## config.mk

```make
export PLATFORM = sky130hd
export DESIGN_NAME = alu_exec_pipe_flat
export DESIGN_NICKNAME = d
export VERILOG_FILES = /design/src/rtl/alu_exec_pipe_if.sv /design/src/rtl/alu_exec_pipe.sv /design/src/flat_wrapper.sv
export SDC_FILE = /design/constraint.sdc
export NUM_CORES = 1
export LEC_CHECK = 0
export CORE_MARGIN = 4
export CORE_UTILIZATION = 45
export CTS_BUF_LIST = sky130_fd_sc_hd__clkbuf_4
export DETAILED_ROUTE_END_ITERATION = 16
export GPL_TIMING_DRIVEN = 0
export PLACE_DENSITY = 0.68
export SETUP_SLACK_MARGIN = 0.1
export SYNTH_ARGS = -nofsm -noshare
export SYNTH_HDL_FRONTEND = slang
export SYNTH_SLANG_ARGS = --single-unit
```

## constraint.sdc

```tcl
create_clock -name clk -period 5.3 [get_ports clk]
set_input_delay 1.59 -clock clk [delete_from_list [all_inputs] [get_ports clk]]
set_output_delay 1.59 -clock clk [all_outputs]
set_load 0.02 [all_outputs]
```

## src/rtl/alu_exec_pipe_if.sv

```systemverilog
// Handshake and payload bundle between decode/control, the execute pipe and writeback.
// Signal names follow the block's external port list; clk/rst are kept outside.
interface alu_exec_pipe_if #(
  parameter int unsigned WIDTH = 16
);
  logic             flush;
  logic             in_valid;
  logic             in_ready;
  logic [WIDTH-1:0] A;
  logic [WIDTH-1:0] B;
  logic             invA;
  logic             invB;
  logic             Cin;
  logic [2:0]       op;
  logic             out_valid;
  logic             out_ready;
  logic [WIDTH-1:0] result;
  logic             cout;
  logic             ofl;
  logic             zero;

  // Upstream/downstream side: drives operands, flush and out_ready.
  modport master (
    output flush, in_valid, A, B, invA, invB, Cin, op, out_ready,
    input  in_ready, out_valid, result, cout, ofl, zero
  );

  // Execute unit side.
  modport slave (
    input  flush, in_valid, A, B, invA, invB, Cin, op, out_ready,
    output in_ready, out_valid, result, cout, ofl, zero
  );
endinterface

```

## src/rtl/alu_exec_pipe.sv

```systemverilog
// Two-stage elastic execute unit: S1 latches the conditioned operands, S2 holds the
// adder/logic result and flags. Valid/ready on both sides, synchronous flush.
module alu_exec_pipe #(
  parameter int unsigned WIDTH = 16
) (
  input  logic              clk,
  input  logic              rst,
  alu_exec_pipe_if.slave    io_alu
);

  localparam int unsigned MSB = WIDTH - 1;
  localparam int unsigned SUM_W = WIDTH + 1;

  typedef enum logic [2:0] {
    OP_ADD = 3'd0,
    OP_AND = 3'd1,
    OP_OR  = 3'd2,
    OP_XOR = 3'd3,
    OP_SEQ = 3'd4,
    OP_SLT = 3'd5,
    OP_SLE = 3'd6,
    OP_SCO = 3'd7
  } op_e;

  typedef struct packed {
    logic [WIDTH-1:0] aop;
    logic [WIDTH-1:0] bop;
    logic             cin;
    op_e              op;
  } s1_t;

  logic             r_s1_valid;
  s1_t              r_s1;
  s1_t              w_s1_next;

  logic             r_out_valid;
  logic [WIDTH-1:0] r_result;
  logic             r_cout;
  logic             r_ofl;
  logic             r_zero;

  logic             w_s2_adv;
  logic             w_s1_adv;
  logic             w_in_xfer;

  logic [SUM_W-1:0] w_sum;
  logic             w_cout;
  logic             w_ofl;
  logic             w_eq;
  logic             w_lt;
  logic [WIDTH-1:0] w_result;
  logic             w_zero;

  // Elastic advance: in_ready depends on out_ready and stage occupancy only.
  assign w_s2_adv        = !r_out_valid || io_alu.out_ready;
  assign w_s1_adv        = !r_s1_valid || w_s2_adv;
  assign w_in_xfer       = io_alu.in_valid && w_s1_adv && !io_alu.flush;
  assign io_alu.in_ready = w_s1_adv;

  always_comb begin
    w_s1_next     = '0;
    w_s1_next.aop = io_alu.invA ? ~io_alu.A : io_alu.A;
    w_s1_next.bop = io_alu.invB ? ~io_alu.B : io_alu.B;
    w_s1_next.cin = io_alu.Cin;
    w_s1_next.op  = op_e'(io_alu.op);
  end

  always_ff @(posedge clk or posedge rst) begin
    if (rst) begin
      r_s1_valid <= 1'b0;
    end else if (io_alu.flush) begin
      r_s1_valid <= 1'b0;
    end else if (w_s1_adv) begin
      r_s1_valid <= io_alu.in_valid;
    end
  end

  // Payload carries no reset; its valid bit gates every use.
  always_ff @(posedge clk) begin
    if (w_in_xfer) begin
      r_s1 <= w_s1_next;
    end
  end

  // Shared adder feeds ADD, the compares and the cout/ofl flags for every op.
  always_comb begin
    w_sum    = {1'b0, r_s1.aop} + {1'b0, r_s1.bop} + SUM_W'(r_s1.cin);
    w_cout   = w_sum[WIDTH];
    w_ofl    = (r_s1.aop[MSB] == r_s1.bop[MSB]) && (w_sum[MSB] != r_s1.aop[MSB]);
    w_eq     = (w_sum[MSB:0] == '0);
    w_lt     = w_sum[MSB] ^ w_ofl;
    w_result = '0;
    unique case (r_s1.op)
      OP_ADD:  w_result = w_sum[MSB:0];
      OP_AND:  w_result = r_s1.aop & r_s1.bop;
      OP_OR:   w_result = r_s1.aop | r_s1.bop;
      OP_XOR:  w_result = r_s1.aop ^ r_s1.bop;
      OP_SEQ:  w_result = WIDTH'(w_eq);
      OP_SLT:  w_result = WIDTH'(w_lt);
      OP_SLE:  w_result = WIDTH'(w_lt | w_eq);
      OP_SCO:  w_result = WIDTH'(w_cout);
      default: w_result = '0;
    endcase
    w_zero   = (w_result == '0);
  end

  always_ff @(posedge clk or posedge rst) begin
    if (rst) begin
      r_out_valid <= 1'b0;
      r_result    <= '0;
      r_cout      <= 1'b0;
      r_ofl       <= 1'b0;
      r_zero      <= 1'b1;
    end else if (io_alu.flush) begin
      r_out_valid <= 1'b0;
    end else if (w_s2_adv) begin
      r_out_valid <= r_s1_valid;
      if (r_s1_valid) begin
        r_result <= w_result;
        r_cout   <= w_cout;
        r_ofl    <= w_ofl;
        r_zero   <= w_zero;
      end
    end
  end

  assign io_alu.out_valid = r_out_valid;
  assign io_alu.result    = r_result;
  assign io_alu.cout      = r_cout;
  assign io_alu.ofl       = r_ofl;
  assign io_alu.zero      = r_zero;

endmodule

```

## src/flat_wrapper.sv

```systemverilog
// flat-port wrapper written by rule: the top's interface ports become plain ports
module alu_exec_pipe_flat 
#(
  parameter int unsigned WIDTH = 16
)
  (clk, rst, io_alu_flush, io_alu_in_valid, io_alu_A, io_alu_B, io_alu_invA, io_alu_invB, io_alu_Cin, io_alu_op, io_alu_out_ready, io_alu_in_ready, io_alu_out_valid, io_alu_result, io_alu_cout, io_alu_ofl, io_alu_zero);
  alu_exec_pipe_if #(.WIDTH(WIDTH)) io_alu_i ();
  input  logic clk;
  input  logic rst;
  input wire logic [$bits(io_alu_i.flush)-1:0] io_alu_flush;
  input wire logic [$bits(io_alu_i.in_valid)-1:0] io_alu_in_valid;
  input wire logic [$bits(io_alu_i.A)-1:0] io_alu_A;
  input wire logic [$bits(io_alu_i.B)-1:0] io_alu_B;
  input wire logic [$bits(io_alu_i.invA)-1:0] io_alu_invA;
  input wire logic [$bits(io_alu_i.invB)-1:0] io_alu_invB;
  input wire logic [$bits(io_alu_i.Cin)-1:0] io_alu_Cin;
  input wire logic [$bits(io_alu_i.op)-1:0] io_alu_op;
  input wire logic [$bits(io_alu_i.out_ready)-1:0] io_alu_out_ready;
  output wire logic [$bits(io_alu_i.in_ready)-1:0] io_alu_in_ready;
  output wire logic [$bits(io_alu_i.out_valid)-1:0] io_alu_out_valid;
  output wire logic [$bits(io_alu_i.result)-1:0] io_alu_result;
  output wire logic [$bits(io_alu_i.cout)-1:0] io_alu_cout;
  output wire logic [$bits(io_alu_i.ofl)-1:0] io_alu_ofl;
  output wire logic [$bits(io_alu_i.zero)-1:0] io_alu_zero;
  assign io_alu_i.flush = io_alu_flush;
  assign io_alu_i.in_valid = io_alu_in_valid;
  assign io_alu_i.A = io_alu_A;
  assign io_alu_i.B = io_alu_B;
  assign io_alu_i.invA = io_alu_invA;
  assign io_alu_i.invB = io_alu_invB;
  assign io_alu_i.Cin = io_alu_Cin;
  assign io_alu_i.op = io_alu_op;
  assign io_alu_i.out_ready = io_alu_out_ready;
  assign io_alu_in_ready = io_alu_i.in_ready;
  assign io_alu_out_valid = io_alu_i.out_valid;
  assign io_alu_result = io_alu_i.result;
  assign io_alu_cout = io_alu_i.cout;
  assign io_alu_ofl = io_alu_i.ofl;
  assign io_alu_zero = io_alu_i.zero;
  alu_exec_pipe #(.WIDTH(WIDTH)) u_core (.clk(clk), .rst(rst), .io_alu(io_alu_i));
endmodule
```

==> out/metrics.yaml, run 1 <==
outcome:
  outcome: "finished, final reports clean"
logic_synthesis:
  synth_top_area_share_pct: 25.58
  dominantRegCellSynth: "edfxtp_1"
  async_reset_ff_share_pct: 36.84
  synthAdderAreaFrac_pct: 10.90
  synth-simple-area-share_pct: 10.69
  yosys.area.top_type: "edfxtp_1"
  syn_avg_cell_area_sq_um: 10.13
  synth_xor_area_share_pct: 8.291
  synth_edf_count: 36
  syn_inst: 417
  synth.area.mux_share_pct: 6.278
  synth_area_sq_mm: 0.004225
  synth-seq-cells: 57
  ys_types: 73
  synth_compound_area_share_pct: 18.36
  synth_top_family_by_area: "compound AO/OA/AOI/OAI gates"
  yosysWarnings: 0
  synth.area.top_cells: "edfxtp_1 26%, dfrtp_1 12%, ha_1 9.5%"
  synth-seq-area-share_pct: 38.05
  syn-num-nets: 495
place:
  gp_congestion: 0.9371
  dp_slack_ns: 0.7308
  port_buffers: 61
  hpwl_um: 7741
  placed_cells: 589
timing:
  clock_skew_ns: 0.01625
  hold_viol: 0
  fmax_ghz: 0.2144
  finalWorstSetupSlack_ns: 0.6369
  setup_viol: 0
  worst_slew_pin_slew_ns: 0.8844
  min_period_ns: 4.663
  tns_ns: 0
  slew_violations: 0
  slew_headroom_pct: 41.04
  period_share_pct: 87.98
  grt_setup_unrepaired: "no"
pwr:
  clkPwrFrac_pct: 27.3
  p_per_area_mw_per_mm2: 252.7
  power.leakage_nw: 2.205
  ir_worst_vdd_mv: 0.09943
  combPwrFrac_pct: 30.6
  p_int_uw: 893.4
  p_switching_uw: 402.8
  switching_share_pct: 31.08
  power_frac_seq_pct: 42.2
floorplan:
  fp.dieW_um: 104.9
  core_area_sq_mm: 0.009196
  initial_core_util_pct: 45.95
  dieArea_sq_mm: 0.01100
  die_h_um: 104.9
  pin_count: 64
  rows: 35
critical_path:
  end_kind: "flip-flop"
  r2r_slack_ns: 0.64
  worst-path-max-fanout: 4
  cp.arrival_ns: 4.99
  required_ns: 5.63
  worst_setup_path_start_kind: "flip-flop"
  worstSetupPathType: "reg -> reg"
layout:
  final_cell_mix: "61 x clkdlybuf4s50_1, 47 x inv_1, 36 x xor2_1, 36 x edfxtp_1, 32 x ha_1"
  final_nets: 567
  seq_area_sq_mm: 0.001608
  multi_input_area_sq_mm: 0.002305
  instances_no_fill: 605
  syn_to_final_growth_pct: 21.38
  fillers: 837
  final_common_cell: "clkdlybuf4s50_1"
  drive_gt1_share_pct: 11.54
  diodes: 0
routing:
  drt_iter0_markers: 177
  first_pass_iters: 5
  avgViaCountPerCell: 5.395
  wire_per_inst_um: 16.61
  drc: 0
  routed_wl_um: 10050
  detail-route-antenna-nets: 0
  vias: 3264
clock_network:
  clock_path_buffers: 2
  cts_setup_buffers: 0
  clk_pin_slew_ns: 0.12
  cts_tree: "built"
  clock_sinks: 57
  cts_resized: 0
  cts_made_buffers: 9
  cts_hold_buffers: 0
  cts.htree.levels: 3
  insertion_delay_ns: 0.40
  ctsRootBufferMaster: "clkbuf_4"
job:
  cap_violations: 0
grt:
  grt_pass1_wl_um: 16220
  gr-usage-all-layers_pct: 18.59
  overflow: 0
  grt_max_degree: 37
  antenna_found_initial: 0
  grt_pass1_vias: 3266
min_path:
  min_path_type: "reg -> reg"
## state kept, by name, summed over array words and instances, names as in the netlist
| name | flops |
|---|---|
| u_core.io_alu.result | 16 |
| u_core.r_s1_valid | 1 |
| u_core.io_alu.ofl | 1 |
| u_core.r_s1 | 36 |
| u_core.io_alu.out_valid | 1 |
| u_core.io_alu.zero | 1 |
| u_core.io_alu.cout | 1 |
## final timing paths
| check | from | to | cells past startpoint |
|---|---|---|---|
| min reg2reg | u_core.io_alu.result[8] | u_core.io_alu.result[8] | 2 |
| min in group asynchronous | rst | u_core.io_alu.result[12] | 2 |
| min | u_core.io_alu.result[8] | u_core.io_alu.result[8] | 2 |
| max reg2reg | u_core.r_s1[4] | u_core.io_alu.zero | 15 |
| max | u_core.r_s1[4] | u_core.io_alu.zero | 15 |
| max in group asynchronous | rst | u_core.io_alu.result[1] | 2 |
## critical path, stage by stage (launching register included)
cell	delay, ns
edfxtp_1	0.47
fa_1	0.49
a211oi_4	0.35
o21bai_1	0.16
a21oi_1	0.18
o21ai_1	0.12
a21oi_1	0.19
o21ai_0	0.16
fa_1	0.53
nor3_1	0.29
nand4_1	0.16
nor4_2	0.20
nand4_1	0.13
or4_1	0.53
a2111o_1	0.39
a41o_1	0.22
## logic make-up after synthesis
group | Yosys count
AO/OA/AOI/OAI | 103
XOR/XNOR | 40
adder cells (fa/ha/maj) | 35
buffers and inverters | 71
flip-flops | 57
multiplexers | 23
AND/OR/NAND/NOR | 88
## per-layer routing
layer	track usage, %	vias to the layer above	wire, um
met5	0	-	0
met4	7.123	0	132
met3	2.965	14	588
met2	30.89	123	4762
met1	24.33	1499	4564
li1	-	1628	-
## cell usage after synthesis, types with 4 or more instances
| cell | n |
|---|---|
| a21boi_0 | 4 |
| a21o_1 | 4 |
| a21oi_1 | 18 |
| a221oi_1 | 6 |
| buf_2 | 5 |
| buf_6 | 4 |
| clkbuf_1 | 12 |
| dfrtp_1 | 20 |
| edfxtp_1 | 36 |
| ha_1 | 32 |
| inv_1 | 47 |
| mux2_2 | 8 |
| mux2i_1 | 13 |
| nand2_1 | 28 |
| nand2b_1 | 5 |
| nand3_1 | 4 |
| nand4_1 | 6 |
| nor2_1 | 18 |
| nor2b_1 | 5 |
| o21ai_0 | 19 |
| xnor2_1 | 4 |
| xor2_1 | 36 |
## power groups by stage
| stage | registers, mW | logic [mW] | clock network [mW] |
|---|---|---|---|
| floorplan | 0.585 | 0.218 | 0 |
| global placement | 0.555 | 0.389 | 0 |
| detailed placement | 0.557 | 0.395 | 0 |
| CTS | 0.547 | 0.397 | 0.365 |
| global route | 0.552 | 0.434 | 0.380 |
| finish | 0.546 | 0.396 | 0.353 |
## area by class of cell
| cell class | instances | area share [%] |
|---|---|---|
| Clock inverter | 7 | 1.659 |
| Timing Repair Buffer | 61 | 11.91 |
| Inverter | 47 | 3.440 |
| Sequential cell | 57 | 31.35 |
| Multi-Input combinational cell | 289 | 44.94 |
| Clock buffer | 9 | 1.317 |
| Buffer | 24 | 2.684 |
| Tap cell | 111 | 2.708 |
## stage by stage
stage	utilization, %	total power, mW	hold WS [ns]	instance area [sq um]
floorplan	-	0.8031	0.5034	4225
global placement	54.10	0.9440	0.4626	4975
detailed placement	54.11	0.9521	0.4691	4976
CTS	55.77	1.308	0.4908	5129
global route	55.77	1.366	0.5272	5129
finish	55.77	1.296	0.4847	5129
No activity file was read; power rests on OpenSTA's default activity.
==> run 2: changes to the inputs <==
- CORE_ASPECT_RATIO: default -> 1.25
==> run 2 against run 1 <==
Against the previous run:
- sequential cell count did not move
- clock skew fell by 0.0010 ns
- sequential share of layout area rose by 0.14 points
- setup slack improved by 0.0057 ns
- first-iteration DRC count rose by 28%
- critical path type unchanged
- register-to-register slack barely moved
==> out/metrics.yaml, run 2 (synthesized netlist as in run 1, its figures left out) <==
outcome:
  outcome: "finished, final reports clean"
routing:
  first_pass_iters: 4  # -1
  wire_per_inst_um: 16.16  # -2.7%
  drt_iter0_markers: 227  # +28%
  detail-route-antenna-nets: 0  # unchanged
  avgViaCountPerCell: 5.375  # -0.36%
  drc: 0  # unchanged
  routed_wl_um: 9986  # -0.62%
  vias: 3322  # +1.8%
pwr:
  ir_worst_vdd_mv: 0.1880  # +89%
  combPwrFrac_pct: 32.7  # +2.1 points
  p_int_uw: 827.0  # -7.4%
  power.leakage_nw: 2.192  # -0.60%
  switching_share_pct: 31.89  # +0.81 points
  clkPwrFrac_pct: 22.3  # -5.0 points
  p_switching_uw: 387.2  # -3.9%
  p_per_area_mw_per_mm2: 237.8  # -5.9%
  power_frac_seq_pct: 45.0  # +2.8 points
clock_network:
  clock_path_buffers: 2  # unchanged
  cts.htree.levels: 3  # unchanged
  cts_made_buffers: 9  # unchanged
  clock_sinks: 57  # unchanged
  cts_hold_buffers: 0  # unchanged
  ctsRootBufferMaster: "clkbuf_4"
  cts_tree: "built"
  cts_setup_buffers: 0  # unchanged
  clk_pin_slew_ns: 0.09  # -0.03 ns
  cts_resized: 0  # unchanged
  insertion_delay_ns: 0.41  # about the same
floorplan:
  initial_core_util_pct: 46.06  # +0.11 points
  dieArea_sq_mm: 0.01101  # about the same
  core_area_sq_mm: 0.009174  # -0.24%
  rows: 39  # +11%
  fp.dieW_um: 94.67  # -9.8%
  die_h_um: 116.3  # +11%
  pin_count: 64  # unchanged
layout:
  drive_gt1_share_pct: 11.54  # unchanged
  final_cell_mix: "61 x clkdlybuf4s50_1, 47 x inv_1, 36 x xor2_1, 36 x edfxtp_1, 32 x ha_1"
  syn_to_final_growth_pct: 20.85
  final_nets: 567  # unchanged
  multi_input_area_sq_mm: 0.002305  # unchanged
  final_common_cell: "clkdlybuf4s50_1"
  top_register: "u_core.r_s1"
  seq_area_sq_mm: 0.001608  # unchanged
  largest_reg_flops: 36  # unchanged
  stdcell_area_sq_mm: 0.005106  # -0.44%
  fillers: 915  # +9.3%
place:
  gp_congestion: 0.8673  # -7.4%
  placed_area_sq_mm: 0.004991  # +0.30%
  hpwl_um: 8028  # +3.7%
  port_buffers: 61  # unchanged
  dp_slack_ns: 0.7118  # -0.01902 ns
critical_path:
  worst_setup_path_start_kind: "flip-flop"
  worstSetupPathType: "reg -> reg"
  cp.arrival_ns: 5.01  # +0.02 ns
  r2r_slack_ns: 0.64  # about the same
  worst-path-max-fanout: 4  # unchanged
  required_ns: 5.65  # +0.02 ns
  end_kind: "flip-flop"
timing:
  slew_violations: 0  # unchanged
  tns_ns: 0  # unchanged
  finalWorstSetupSlack_ns: 0.6426  # +0.005729 ns
  hold_viol: 0  # unchanged
  worst_slew_pin_slew_ns: 0.8282  # -0.05621 ns
  min_period_ns: 4.657  # -0.005729 ns
  period_share_pct: 87.88  # -0.11 points
  slew_headroom_pct: 44.79  # +3.7 points
  fmax_ghz: 0.2147  # +0.12%
  whs_ns: 0.4884  # +0.003774 ns
  setup_viol: 0  # unchanged
  grt_setup_unrepaired: "no"
  clock_skew_ns: 0.01520  # -0.001045 ns
grt:
  grt_pass1_vias: 3196  # -2.1%
  grt_pass1_wl_um: 16230  # about the same
  grt_max_degree: 37  # unchanged
  overflow: 0  # unchanged
  gr-usage-all-layers_pct: 19.23  # +0.64 points
  antenna_found_initial: 1  # +1
min_path:
  min_path_type: "reg -> reg"
job:
  cap_violations: 0  # unchanged
-- run 2: cell count changes in the layout (fill, tap and decap cells not counted), sizes merged --
cell	before	now
clkbuf	21	26
bufinv	2	0
clkinvlp	1	0
clkinv	4	2
diode	0	1
-- run 2: stage by stage --
stage,total power [mW],utilization (%),std cells
after floorplan,0.8031,-,417
after global placement,0.9459,54.39,601
after detailed placement,0.9549,54.41,601
after CTS,1.227,55.63,617
after global routing,1.293,55.66,618
final,1.214,55.66,618
-- run 2: layout make-up --
cell class / instances / area share, %
flip-flops and latches: 57 / 31.49
well taps: 123 / 3.014
repair buffers: 61 / 11.96
inverters: 47 / 3.455
clock buffers: 14 / 2.058
plain buffers: 24 / 2.695
multi-input cells: 289 / 45.14
clock inverters: 2 / 0.1470
diodes: 1 / 0.04901
-- run 2: critical path, cell delays in order (launching register included) --
cell and delay [ns]:
edfxtp_1 0.46, fa_1 0.48, a211oi_4 0.37, o21bai_1 0.17
a21oi_1 0.19, o21ai_1 0.13, a21oi_1 0.19, o21ai_0 0.14
fa_1 0.51, mux4_2 0.48, nand2_1 0.10, o311ai_0 0.12
a2111oi_0 0.64, nor3b_2 0.26, and4_1 0.20, a41o_1 0.17
-- run 2: path summary, 6_finish.rpt --
kind	start	end	cells after the start
max in group asynchronous	rst	u_core.io_alu.result[6]	2
hold reg to reg	u_core.io_alu.cout	u_core.io_alu.cout	2
setup reg to reg	u_core.r_s1[4]	u_core.io_alu.zero	15
min in group asynchronous	rst	u_core.io_alu.cout	2
setup / recovery	u_core.r_s1[4]	u_core.io_alu.zero	15
hold / removal	u_core.io_alu.cout	u_core.io_alu.cout	2
-- run 2: power by group through the flow --
stage	registers [mW]	logic, mW	clock network, mW
after CTS	0.547	0.399	0.280
after global routing	0.553	0.434	0.305
final	0.546	0.397	0.271
after detailed placement	0.557	0.398	0
after floorplan	0.585	0.218	0
after global placement	0.554	0.392	0
-- run 2: routing by layer --
metal | part of all wire [%] | up-vias | global-route usage [%]
met2 | 50 | 87 | 32.74
met3 | 4.9 | 11 | 3.930
met5 | 0 | - | 0
li1 | - | 1635 | -
met4 | 1.9 | 0 | 6.641
met1 | 43 | 1589 | 24.23
